$ cat src/rtl/tlcd_pkg.sv
// Shared constants and state types for the TLCD engines.
// Used by the RAM reader, font loader and text writers.
package tlcd_pkg;

  localparam logic [7:0] CMD_SET_CGRAM = 8'h40;
  localparam logic [7:0] CMD_SET_DDRAM = 8'h80;
  localparam int         BF_BIT        = 7;
  localparam logic [6:0] MAX_LEN       = 7'd80;

  typedef enum logic [2:0] {
    S_IDLE,
    S_CMD,
    S_POLL,
    S_READ,
    S_FIN
  } rd_state_t;

  typedef enum logic [1:0] {
    B_IDLE,
    B_SETUP,
    B_PULSE,
    B_HOLD
  } bus_state_t;

  function automatic logic [7:0] addr_cmd(
    input logic       space,
    input logic [6:0] addr
  );
    if (space)
      return CMD_SET_CGRAM | {2'b00, addr[5:0]};
    return CMD_SET_DDRAM | {1'b0, addr};
  endfunction

endpackage

$ cat src/rtl/tlcd_ram_reader_if.sv
// TLCD pin bundle between a bus engine and the LCD pad ring.
// The tristate buffer itself is built at the top level.
interface tlcd_ram_reader_if;
  logic       TLCD_E;
  logic       TLCD_RS;
  logic       TLCD_RW;
  logic [7:0] TLCD_DATA_OUT;
  logic       TLCD_DATA_OE;
  logic [7:0] TLCD_DATA_IN;

  modport master (
    output TLCD_E,
    output TLCD_RS,
    output TLCD_RW,
    output TLCD_DATA_OUT,
    output TLCD_DATA_OE,
    input  TLCD_DATA_IN
  );

  modport slave (
    input  TLCD_E,
    input  TLCD_RS,
    input  TLCD_RW,
    input  TLCD_DATA_OUT,
    input  TLCD_DATA_OE,
    output TLCD_DATA_IN
  );
endinterface

$ cat src/rtl/tlcd_bus_cycle.sv
// One TLCD bus operation: SETUP (E=0), PULSE (E=1), HOLD (E=0).
// RS/RW/data are latched when the op is launched and held after it.
module tlcd_bus_cycle
  import tlcd_pkg::*;
#(
  parameter int SETUP_CYCLES  = 1,
  parameter int E_HIGH_CYCLES = 2
) (
  input  logic       CLK,
  input  logic       RESETN,
  input  logic       go,
  input  logic       rs,
  input  logic       rw,
  input  logic [7:0] wdata,
  input  logic [7:0] din,
  output logic       e,
  output logic       oe,
  output logic       bus_rs,
  output logic       bus_rw,
  output logic [7:0] bus_data,
  output logic [7:0] rdata,
  output logic       idle,
  output logic       op_done
);

  bus_state_t st, st_n;
  logic [7:0] cnt, cnt_n;
  logic       last;

  always_comb begin
    st_n  = st;
    cnt_n = cnt;
    last  = 1'b0;
    unique case (st)
      B_IDLE:
        if (go) begin
          st_n  = B_SETUP;
          cnt_n = '0;
        end
      B_SETUP:
        if (cnt == 8'(SETUP_CYCLES - 1)) begin
          st_n  = B_PULSE;
          cnt_n = '0;
        end else begin
          cnt_n = cnt + 8'd1;
        end
      B_PULSE:
        if (cnt == 8'(E_HIGH_CYCLES - 1)) begin
          st_n = B_HOLD;
          last = 1'b1;
        end else begin
          cnt_n = cnt + 8'd1;
        end
      B_HOLD:  st_n = B_IDLE;
      default: st_n = B_IDLE;
    endcase
  end

  // OE only ever follows a write launch, so it can never overlap RW=1
  always_ff @(posedge CLK or negedge RESETN) begin
    if (!RESETN) begin
      st       <= B_IDLE;
      cnt      <= '0;
      bus_rs   <= 1'b0;
      bus_rw   <= 1'b1;
      bus_data <= '0;
      oe       <= 1'b0;
      rdata    <= '0;
    end else begin
      st  <= st_n;
      cnt <= cnt_n;
      if (st == B_IDLE && go) begin
        bus_rs   <= rs;
        bus_rw   <= rw;
        bus_data <= wdata;
        oe       <= !rw;
      end else if (st == B_HOLD) begin
        oe <= 1'b0;
      end
      if (last && bus_rw)
        rdata <= din;
    end
  end

  assign e       = (st == B_PULSE);
  assign idle    = (st == B_IDLE);
  assign op_done = (st == B_HOLD);

endmodule

$ cat src/rtl/tlcd_ram_reader.sv
// Reads LENGTH bytes of CGRAM/DDRAM back over the TLCD bus,
// polling the busy flag before every read and after the last one.
module tlcd_ram_reader
  import tlcd_pkg::*;
#(
  parameter int SETUP_CYCLES  = 1,
  parameter int E_HIGH_CYCLES = 2,
  parameter int BUSY_TIMEOUT  = 255
) (
  input  logic       CLK,
  input  logic       RESETN,
  input  logic       START,
  input  logic       SPACE,
  input  logic [6:0] START_ADDR,
  input  logic [6:0] LENGTH,
  output logic       BUSY,
  output logic       RD_VALID,
  output logic [7:0] RD_DATA,
  output logic [6:0] RD_INDEX,
  output logic       DONE,
  output logic       ERR,
  tlcd_ram_reader_if.master tlcd
);

  rd_state_t  st, st_n;
  logic [7:0] cmd_q;
  logic [6:0] len_q;
  logic [7:0] poll_q, poll_n;
  logic [6:0] idx_n;
  logic       err_n;
  logic       go, rs, rw;
  logic [7:0] wdata, rdata;
  logic       bidle, op_done, bf;

  assign bf = rdata[BF_BIT];

  always_comb begin
    st_n   = st;
    poll_n = poll_q;
    idx_n  = RD_INDEX;
    err_n  = ERR;
    go     = 1'b0;
    rs     = 1'b0;
    rw     = 1'b1;
    wdata  = '0;
    unique case (st)
      S_IDLE:
        if (START) begin
          st_n   = S_CMD;
          idx_n  = '0;
          err_n  = 1'b0;
          poll_n = '0;
        end
      S_CMD: begin
        go    = bidle;
        rw    = 1'b0;
        wdata = cmd_q;
        if (op_done)
          st_n = S_POLL;
      end
      S_POLL: begin
        go = bidle;
        if (op_done) begin
          if (!bf) begin
            poll_n = '0;
            st_n   = (RD_INDEX == len_q) ? S_FIN : S_READ;
          end else if (poll_q == 8'(BUSY_TIMEOUT - 1)) begin
            err_n = 1'b1;
            st_n  = S_FIN;
          end else begin
            poll_n = poll_q + 8'd1;
          end
        end
      end
      S_READ: begin
        go = bidle;
        rs = 1'b1;
        if (op_done) begin
          idx_n = RD_INDEX + 7'd1;
          st_n  = S_POLL;
        end
      end
      S_FIN:   st_n = S_IDLE;
      default: st_n = S_IDLE;
    endcase
  end

  always_ff @(posedge CLK or negedge RESETN) begin
    if (!RESETN) begin
      st       <= S_IDLE;
      poll_q   <= '0;
      RD_INDEX <= '0;
      ERR      <= 1'b0;
      cmd_q    <= '0;
      len_q    <= '0;
    end else begin
      st       <= st_n;
      poll_q   <= poll_n;
      RD_INDEX <= idx_n;
      ERR      <= err_n;
      if (st == S_IDLE && START) begin
        cmd_q <= addr_cmd(SPACE, START_ADDR);
        len_q <= (LENGTH > MAX_LEN) ? MAX_LEN : LENGTH;
      end
    end
  end

  assign BUSY     = (st != S_IDLE) && (st != S_FIN);
  assign DONE     = (st == S_FIN);
  assign RD_VALID = op_done && (st == S_READ);
  assign RD_DATA  = rdata;

  tlcd_bus_cycle #(
    .SETUP_CYCLES (SETUP_CYCLES),
    .E_HIGH_CYCLES(E_HIGH_CYCLES)
  ) u_bus (
    .CLK     (CLK),
    .RESETN  (RESETN),
    .go      (go),
    .rs      (rs),
    .rw      (rw),
    .wdata   (wdata),
    .din     (tlcd.TLCD_DATA_IN),
    .e       (tlcd.TLCD_E),
    .oe      (tlcd.TLCD_DATA_OE),
    .bus_rs  (tlcd.TLCD_RS),
    .bus_rw  (tlcd.TLCD_RW),
    .bus_data(tlcd.TLCD_DATA_OUT),
    .rdata   (rdata),
    .idle    (bidle),
    .op_done (op_done)
  );

endmodule

$ cat src/flat_wrapper.sv
// flat-port wrapper written by rule: the top's interface ports become plain ports
module tlcd_ram_reader_flat import tlcd_pkg::*;
#(
  parameter int SETUP_CYCLES  = 1,
  parameter int E_HIGH_CYCLES = 2,
  parameter int BUSY_TIMEOUT  = 255
)
  (CLK, RESETN, START, SPACE, START_ADDR, LENGTH, BUSY, RD_VALID, RD_DATA, RD_INDEX, DONE, ERR, tlcd_TLCD_E, tlcd_TLCD_RS, tlcd_TLCD_RW, tlcd_TLCD_DATA_OUT, tlcd_TLCD_DATA_OE, tlcd_TLCD_DATA_IN);
  tlcd_ram_reader_if tlcd_i ();
  input  logic CLK;
  input  logic RESETN;
  input  logic START;
  input  logic SPACE;
  input  logic [6:0] START_ADDR;
  input  logic [6:0] LENGTH;
  output logic BUSY;
  output logic RD_VALID;
  output logic [7:0] RD_DATA;
  output logic [6:0] RD_INDEX;
  output logic DONE;
  output logic ERR;
  output wire logic [$bits(tlcd_i.TLCD_E)-1:0] tlcd_TLCD_E;
  output wire logic [$bits(tlcd_i.TLCD_RS)-1:0] tlcd_TLCD_RS;
  output wire logic [$bits(tlcd_i.TLCD_RW)-1:0] tlcd_TLCD_RW;
  output wire logic [$bits(tlcd_i.TLCD_DATA_OUT)-1:0] tlcd_TLCD_DATA_OUT;
  output wire logic [$bits(tlcd_i.TLCD_DATA_OE)-1:0] tlcd_TLCD_DATA_OE;
  input wire logic [$bits(tlcd_i.TLCD_DATA_IN)-1:0] tlcd_TLCD_DATA_IN;
  assign tlcd_TLCD_E = tlcd_i.TLCD_E;
  assign tlcd_TLCD_RS = tlcd_i.TLCD_RS;
  assign tlcd_TLCD_RW = tlcd_i.TLCD_RW;
  assign tlcd_TLCD_DATA_OUT = tlcd_i.TLCD_DATA_OUT;
  assign tlcd_TLCD_DATA_OE = tlcd_i.TLCD_DATA_OE;
  assign tlcd_i.TLCD_DATA_IN = tlcd_TLCD_DATA_IN;
  tlcd_ram_reader #(.SETUP_CYCLES(SETUP_CYCLES), .E_HIGH_CYCLES(E_HIGH_CYCLES), .BUSY_TIMEOUT(BUSY_TIMEOUT)) u_core (.CLK(CLK), .RESETN(RESETN), .START(START), .SPACE(SPACE), .START_ADDR(START_ADDR), .LENGTH(LENGTH), .BUSY(BUSY), .RD_VALID(RD_VALID), .RD_DATA(RD_DATA), .RD_INDEX(RD_INDEX), .DONE(DONE), .ERR(ERR), .tlcd(tlcd_i));
endmodule
$ cat config.mk
export PLATFORM = sky130hd
export DESIGN_NAME = tlcd_ram_reader_flat
export DESIGN_NICKNAME = d
export VERILOG_FILES = /design/src/rtl/tlcd_pkg.sv /design/src/rtl/tlcd_ram_reader_if.sv /design/src/rtl/tlcd_bus_cycle.sv /design/src/rtl/tlcd_ram_reader.sv /design/src/flat_wrapper.sv
export SDC_FILE = /design/constraint.sdc
export NUM_CORES = 1
export LEC_CHECK = 0
export BUFFER_PORTS_ARGS = -buffer_cell sky130_fd_sc_hd__buf_2
export CORE_UTILIZATION = 60
export CTS_CLUSTER_DIAMETER = 40
export DETAILED_ROUTE_END_ITERATION = 10
export GPL_ROUTABILITY_DRIVEN = 0
export HOLD_SLACK_MARGIN = 0.02
export PLACE_DENSITY = 0.9
export SETUP_SLACK_MARGIN = 0.5
export SKIP_LAST_GASP = 1
export SLEW_MARGIN = 40
export SYNTH_ARGS = -nofsm -noshare
export SYNTH_HDL_FRONTEND = slang
export SYNTH_HIERARCHICAL = 1
export SYNTH_SLANG_ARGS = --single-unit
$ cat constraint.sdc
create_clock -name CLK -period 3.7 [get_ports CLK]
set_input_delay 0.37 -clock CLK [delete_from_list [all_inputs] [get_ports CLK]]
set_output_delay 0.37 -clock CLK [all_outputs]
set_load 0.01 [all_outputs]
==> impl_results.md, run 1 <==
- Status: finished, final reports clean
- Sw Ratio: 37.9%
- Area Growth Syn to Fin: 16.5%
- CP startpoint kind: flip-flop
- First-pass GRT wire length: 11400 µm
- Clock tree root buffer cell: clkbuf_8
- Wirelength per Cell: 15.3 µm
- Crit share post-route: around three fifths
- Die footprint: 5800 µm²
- Top delay family on crit path: compound AO/OA/AOI/OAI gates
- Post-cts resize count: 0
- Gr ovfl total: 0
- Fmax: roughly 460 MHz
- Seq/Total Area, Yosys: a little under half
- Worst rel slew slack: 60.7%
- Crit-path cells: nor2_2, inv_1, and3_1, nor2b_1, a211oi_1, o21ai_0, a22o_1
- FFs w/ async S/R, synth: 100%
- 1st-pass router iterations: 4
- Leakage: approximately 1.9 nW
- DRT Wirelength: 6800 µm
- Crit. End Element: flip-flop
- Post-layout util: between 70% and 80%
- Starting DRT DRC Count: 181
- I/O Pins: 57
- Initial antenna violation count: 0
- Worst-path clk slew: ~0.07 ns
- Vias in the first global route: ~2400
- Dominant cell type by area after synthesis: dfrtp_1
- Flop pwr share: about two fifths
- Syn nets: between 300 and 400
- RSZ-0062 raised after global routing: false
- Final setup viols: 0
- Combinational Power Share: roughly two fifths
- Core Rows: 26
- Critical-path top delay cell: dfrtp_1
- Nets: a little over 400
- DRT antenna net count: 0
- CTS tree: built
- HP Start: START_ADDR[4]
- Worst Max-Slew Pin Slew: ~0.59 ns
- Most instantiated library cell after synthesis: dfrtp_1
- Tot GR Track Use: 25.1%
- Worst Setup SP: u_core/st[1]$_DFFE_PN0P_
- DIE WIDTH: 76.1 µm
- Psw: 1.07 mW
- Buf+Inv Stages, Crit Path: 1
- Synth Area per Inst: ~11 µm²
- IO buf count: 56
- Worst hold path class: in -> reg
- Max Slew Vio Count: 0
- Ranking of synthesized cells by area: dfrtp_1 47%, nand2_1 4.8%, ha_1 4.2%, mux2_4 4.1%, mux2_2 4.1%
- Yosys Warn Count: 6
- Via count: ~2500
- Clock Skew: about 0.0047 ns
- Clk sinks: between 60 and 70
- Clock power frac: between 20% and 30%
- CP max FO: 9
- MaxCap Viol Count: 0
- Dpl cell area: between 3000 and 4000 µm²
- Clk Latency, worst-skew pair: roughly 0.33 ns
- #FFs+latches synth: 63
- Design Power: approximately 2.8 mW
- H-tree levels: 3
- Final setup TNS: 0 ns
- Post-synth EDFFs: 0
- Largest net degree at the start of global routing: 45
- Synth Flop Type: dfrtp_1
- Vias per inst: approximately 5.7
- Finished Cell Area: between 3000 and 4000 µm²
- Synth unique cells: 60
- Crit path DAT: 2.39 ns
- Initial core utilization: 63.4%
- Minimum clock period: around 2.2 ns
- Max Root-Sink Buffers: 2
- Peak supply drop: roughly 0.00047 V
- Die Ht: 76.1 µm
- Commonest cells post-synth: 62 x dfrtp_1, 42 x nand2_1, 16 x inv_1, 16 x nor2_1, 14 x o21ai_0
- Ant diodes: 0
- Final hold violations: 0
- CP peak stage delay: slightly below 0.6 ns
- Post-synth top area share: a little under half
- Post-DP HPWL: roughly 4800 µm
- Synthesized area: 3300 µm²
- Internal: 1.75 mW
- Share of layout cells above drive strength 1: 31.3%
- WS Path Type: reg -> reg
- # DRC: 0
- Core area: ~5200 µm²
- P per Cell Area: approximately 730 nW/µm²
- Worst reg2reg startpoint: u_core/st[1]$_DFFE_PN0P_
- Post-Syn Instances: between 300 and 400
- Total CTS buffers: 9
- WP data required: a little under 4 ns
[registers in the layout, summed over array words and instances, names as in the netlist, 3 cells and up]
name,flops
u_core/cmd_q,8
u_core/poll_q,8
u_core/u_bus/bus_data,8
u_core/len_q,7
u_core/u_bus/rdata,8
u_core/u_bus/cnt,8
u_core/st,3
u_core/RD_INDEX,7
[power by group through the flow]
stage                     clock, mW  combinational (mW)  sequential (mW)
after floorplan                   0               0.814             1.09
after global placement            0                1.05             1.08
after detailed placement          0                1.10             1.10
after CTS                     0.625                1.12             1.09
after global routing          0.656                1.23             1.12
final                         0.610                1.12             1.09
[worst paths after layout]
path | end | slack (ns) | cells after the start
worst max register to register | u_core/u_bus/cnt[6]$_DFFE_PN0P_ | 1.53 | 7
worst min-delay path | u_core/cmd_q[4]$_DFFE_PN0P_ | 0.22 | 3
min in group asynchronous | u_core/poll_q[2]$_DFFE_PN0P_ | 0.58 | 2
max in group asynchronous | u_core/u_bus/cnt[1]$_DFFE_PN0P_ | 2.45 | 3
worst max-delay path | u_core/u_bus/cnt[6]$_DFFE_PN0P_ | 1.53 | 7
worst min register to register | u_core/cmd_q[3]$_DFFE_PN0P_ | 0.47 | 2
[metal layers]
metal,vias up,routed length [µm],track usage (%)
li1,1218,-,-
met1,1212,3100,33.6
met2,77,3270,40.7
met3,7,357,5.63
met4,0,72,8.27
met5,-,0,0
[tightest hold or removal path: stages]
cell and delay (ns):
buf_2 0.08, nand2_1 0.04, nand2_1 0.04
[cells by family (layout without fill, tap and decap cells)]
family / Yosys count / count (layout) / share of synthesized area, %
XOR/XNOR: 12 / 12 / 3.19
AO/OA/AOI/OAI: 59 / 59 / 12.8
AND/OR/NAND/NOR: 115 / 115 / 19.8
flip-flops: 63 / 63 / 47.8
adder cells (fa/ha/maj): 11 / 11 / 4.17
buffers and inverters: 25 / 92 / 3.60
multiplexers: 22 / 22 / 8.54
[layout make-up]
class,count,area [µm²]
clock buffers,10,138
clock inverters,6,70.1
fillers,387,1360
inverters,18,67.6
multi-input cells,219,1600
flip-flops and latches,63,1580
well taps,70,87.6
repair buffers,58,300
[stage by stage]
| stage | hold slack [ns] | instances | setup slack, ns |
|---|---|---|---|
| floorplan | 0.0744 | 307 | 1.83 |
| global placement | 0.445 | 427 | 1.80 |
| detailed placement | 0.390 | 427 | 1.62 |
| CTS | 0.208 | 444 | 1.61 |
| global route | 0.215 | 444 | 1.44 |
| finish | 0.224 | 444 | 1.53 |
[what timing repair did]
| item | in CTS | in global routing |
|---|---|---|
| setup buffers | 0 | 0 |
| hold buffers | 1 | 0 |
| hold endpoints to repair | 3 | 0 |
[cells in the final DEF, fill, tap and decap left out, types with 4 or more instances in the layout]
| cell | instances |
|---|---|
| nor2_1 | 16 |
| ha_1 | 11 |
| and2_1 | 9 |
| dfrtp_1 | 62 |
| mux2_4 | 9 |
| nand3_1 | 6 |
| a21oi_1 | 8 |
| o21ai_0 | 14 |
| mux2_2 | 12 |
| nand4_1 | 4 |
| inv_1 | 16 |
| clkbuf_8 | 10 |
| buf_2 | 55 |
| a22o_1 | 10 |
| and3_1 | 7 |
| nor2b_1 | 4 |
| nand2_1 | 42 |
| nor3_1 | 5 |
| xnor2_1 | 12 |
No activity file was read; power rests on OpenSTA's default activity.
==> run 2: changes to the inputs <==
--- a/config.mk
+++ b/config.mk
@@ -6,12 +6,12 @@
 export NUM_CORES = 1
 export LEC_CHECK = 0
 export BUFFER_PORTS_ARGS = -buffer_cell sky130_fd_sc_hd__buf_2
-export CORE_UTILIZATION = 60
+export CORE_UTILIZATION = 51
 export CTS_CLUSTER_DIAMETER = 40
 export DETAILED_ROUTE_END_ITERATION = 10
 export GPL_ROUTABILITY_DRIVEN = 0
 export HOLD_SLACK_MARGIN = 0.02
-export PLACE_DENSITY = 0.9
+export PLACE_DENSITY = 0.82
 export SETUP_SLACK_MARGIN = 0.5
 export SKIP_LAST_GASP = 1
 export SLEW_MARGIN = 40
==> constraint.sdc (replaced) <==
create_clock -name CLK -period 1.95 [get_ports CLK]
set_input_delay 0.195 -clock CLK [delete_from_list [all_inputs] [get_ports CLK]]
set_output_delay 0.195 -clock CLK [all_outputs]
set_load 0.01 [all_outputs]
==> run 2 against run 1 <==
Compared with the run above:
- sequential cell count did not move
- total power rose to 2.5 times the previous value
- first-iteration DRC count up 71%
- critical endpoint is now u_core/u_bus/st[1]$_DFFE_PN0P_
==> impl_results.md, run 2 (synthesized netlist as in run 1, its figures left out) <==
- Status: finished, final reports clean
- Most common cell after layout, fill and taps aside: dfrtp_1
- Final setup TNS: 0 ns
- WP data required: 2.18 ns
- Sw Ratio: 39.8%
- Internal: ~4.3 mW
- Fmax: ~560 MHz
- DRT Wirelength: slightly above 10000 µm
- I/O Pins: 57
- Ant diodes: 0
- Clk sinks: 63
- Core Rows: 28
- FILL cells: 335
- CTS tree: built
- Die footprint: approximately 6800 µm²
- Final setup viols: 0
- Minimum clock period: around 1.8 ns
- IO buf count: 56
- Worst hold path class: in -> reg
- Vias in the first global route: about 2700
- Tot GR Track Use: between 20% and 30%
- Clk Latency, worst-skew pair: 0.35 ns
- Combinational Power Share: ~53%
- Worst rel slew slack: 65.4%
- Hold depth: 3
- Core area: 6060 µm²
- Design Power: between 7 and 8 mW
- Worst hold path endpoint: u_core/cmd_q[4]$_DFFE_PN0P_
- Max Root-Sink Buffers: 2
- Clock power frac: 17.3%
- Peak supply drop: roughly 0.001 V
- P per Cell Area: roughly 1500 nW/µm²
- Area Growth Syn to Fin: 41.1%
- Wirelength per Cell: 20.6 µm
- Clock tree root buffer cell: clkbuf_8
- Crit path DAT: approximately 2 ns
- Crit share post-route: 90.9%
- Via count: between 3000 and 4000
- 1st-pass router iterations: 5
- FF-to-FF path depth: 4
- Worst Max-Slew Pin Slew: between 0.5 and 0.6 ns
- Psw: around 2.8 mW
- HP Start: START_ADDR[4]
- Largest net degree at the start of global routing: 29
- Gr ovfl total: 0
- Worst reg2reg startpoint: u_core/u_bus/cnt[5]$_DFFE_PN0P_
- RSZ-0062 raised after global routing: true
- # DRC: 0
- Starting DRT DRC Count: just over 300
- Crit-path cells: nor4_4, a31oi_2, nor3_2, mux2_4
- CP peak stage delay: 0.45 ns
- CP startpoint kind: flip-flop
- Crit. End Element: flip-flop
- Critical-path top delay cell: dfrtp_2
- Leakage: between 2 and 2.5 nW
- Max Slew Vio Count: 0
- First-pass GRT wire length: 12900 µm
- Nets: approximately 450
- DIE WIDTH: about 82 µm
- WS Path Type: reg -> reg
- Vias per inst: 6.12
- MaxCap Viol Count: 0
- Final hold violations: 0
- Share of layout cells above drive strength 1: between 40% and 50%
- Flop pwr share: between 20 and 30%
- Worst-path clk slew: around 0.07 ns
- Total CTS buffers: 9
- Initial antenna violation count: 0
- Clock Skew: roughly 0.009 ns
- Post-DP HPWL: 4960 µm
- R2r setup slk: around 0.18 ns
- CP max FO: 5
- H-tree levels: 3
- R2R Path End: u_core/u_bus/st[1]$_DFFE_PN0P_
- DRT antenna net count: 0
- Most frequent cells in the layout: 56 x dfrtp_1, 55 x buf_2, 39 x nand2_1
- Die Ht: roughly 82 µm
- Initial core utilization: a little over half
==> run 2: changes by cell type in the layout (fill, tap and decap cells not counted), moves of 5 or more <==
cell,change
buf_4,+27
buf_6,+12
dfrtp_1,-6
dfrtp_2,+6
ha_1,-5
ha_4,+5
mux2_2,-12
mux2_4,+13
nor2_4,+5
o21ai_0,-8
o21ai_1,+6
==> run 2: area by class of cell <==
type | count | area, µm² | share of cell area (%)
clock buffer | 12 | 135 | 2.90
clock inverter | 4 | 70.1 | 1.51
inverter | 18 | 72.6 | 1.56
multi-input combinational | 221 | 2020 | 43.4
sequential | 63 | 1590 | 34.1
tap | 75 | 93.8 | 2.02
timing repair buffer | 99 | 678 | 14.6
==> run 2: metrics by stage <==
step	setup slack (ns)	util (%)	hold slack (ns)	instance area, µm²	instances
global placement	0.144	61.5	0.195	3730	436
global route	0.122	76.8	0.0486	4650	492
floorplan	0.294	-	-0.101	3370	307
CTS	0.238	69.4	0.0336	4210	471
detailed placement	0.105	61.5	0.198	3730	436
finish	0.178	76.8	0.0365	4650	492
==> run 2: timing repair <==
action | in CTS | in global routing
endpoints found under the setup margin | 52 | 51
gates resized for setup | 28 | 61
hold endpoints to repair | 19 | 0
hold buffers | 1 | 0
pin swaps | 13 | 37
setup buffers | 18 | 19
cloned | 0 | 2
==> run 2: worst max-delay path by stage <==
stage                               startpoint                               to  slack [ns]  cells after the start
4_1_cts        u_core/u_bus/cnt[3]$_DFFE_PN0P_   u_core/u_bus/st[1]$_DFFE_PN0P_        0.24                      4
5_1_grt        u_core/u_bus/cnt[5]$_DFFE_PN0P_   u_core/u_bus/st[1]$_DFFE_PN0P_        0.12                      4
3_5_place_dp   u_core/u_bus/cnt[1]$_DFFE_PN0P_  u_core/u_bus/cnt[3]$_DFFE_PN0P_        0.10                      6
3_3_place_gp   u_core/u_bus/cnt[1]$_DFFE_PN0P_  u_core/u_bus/cnt[3]$_DFFE_PN0P_        0.14                      6
6_report       u_core/u_bus/cnt[5]$_DFFE_PN0P_   u_core/u_bus/st[1]$_DFFE_PN0P_        0.18                      4
2_1_floorplan         u_core/st[0]$_DFFE_PN0P_  u_core/u_bus/cnt[3]$_DFFE_PN0P_        0.29                      8
==> run 2: routing by layer <==
layer	vias to the layer above	GRT usage, %	routed length [µm]	share of wire (%)
met2	174	40.2	5100	50
met1	1476	34.1	3940	39
met3	55	6.15	679	6.7
li1	1305	-	-	-
met4	0	12.1	420	4.1
met5	-	0	0	0
==> run 2: power by group through the flow <==
stage          Combinational, mW  Clock [mW]  Sequential (mW)
2_1_floorplan               1.68           0             2.07
3_3_place_gp                2.23           0             2.03
3_5_place_dp                2.31           0             2.05
4_1_cts                     2.75        1.22             2.04
5_1_grt                     3.96        1.30             2.15
6_report                    3.76        1.23             2.12
==> run 2: critical path, delay by kind of cell (launching register included) <==
family,cells,cell delay (ns)
and+or+nand+nor,2,0.70
DFF,1,0.45
muxes,1,0.33
AOI/OAI and AO/OA,1,0.18
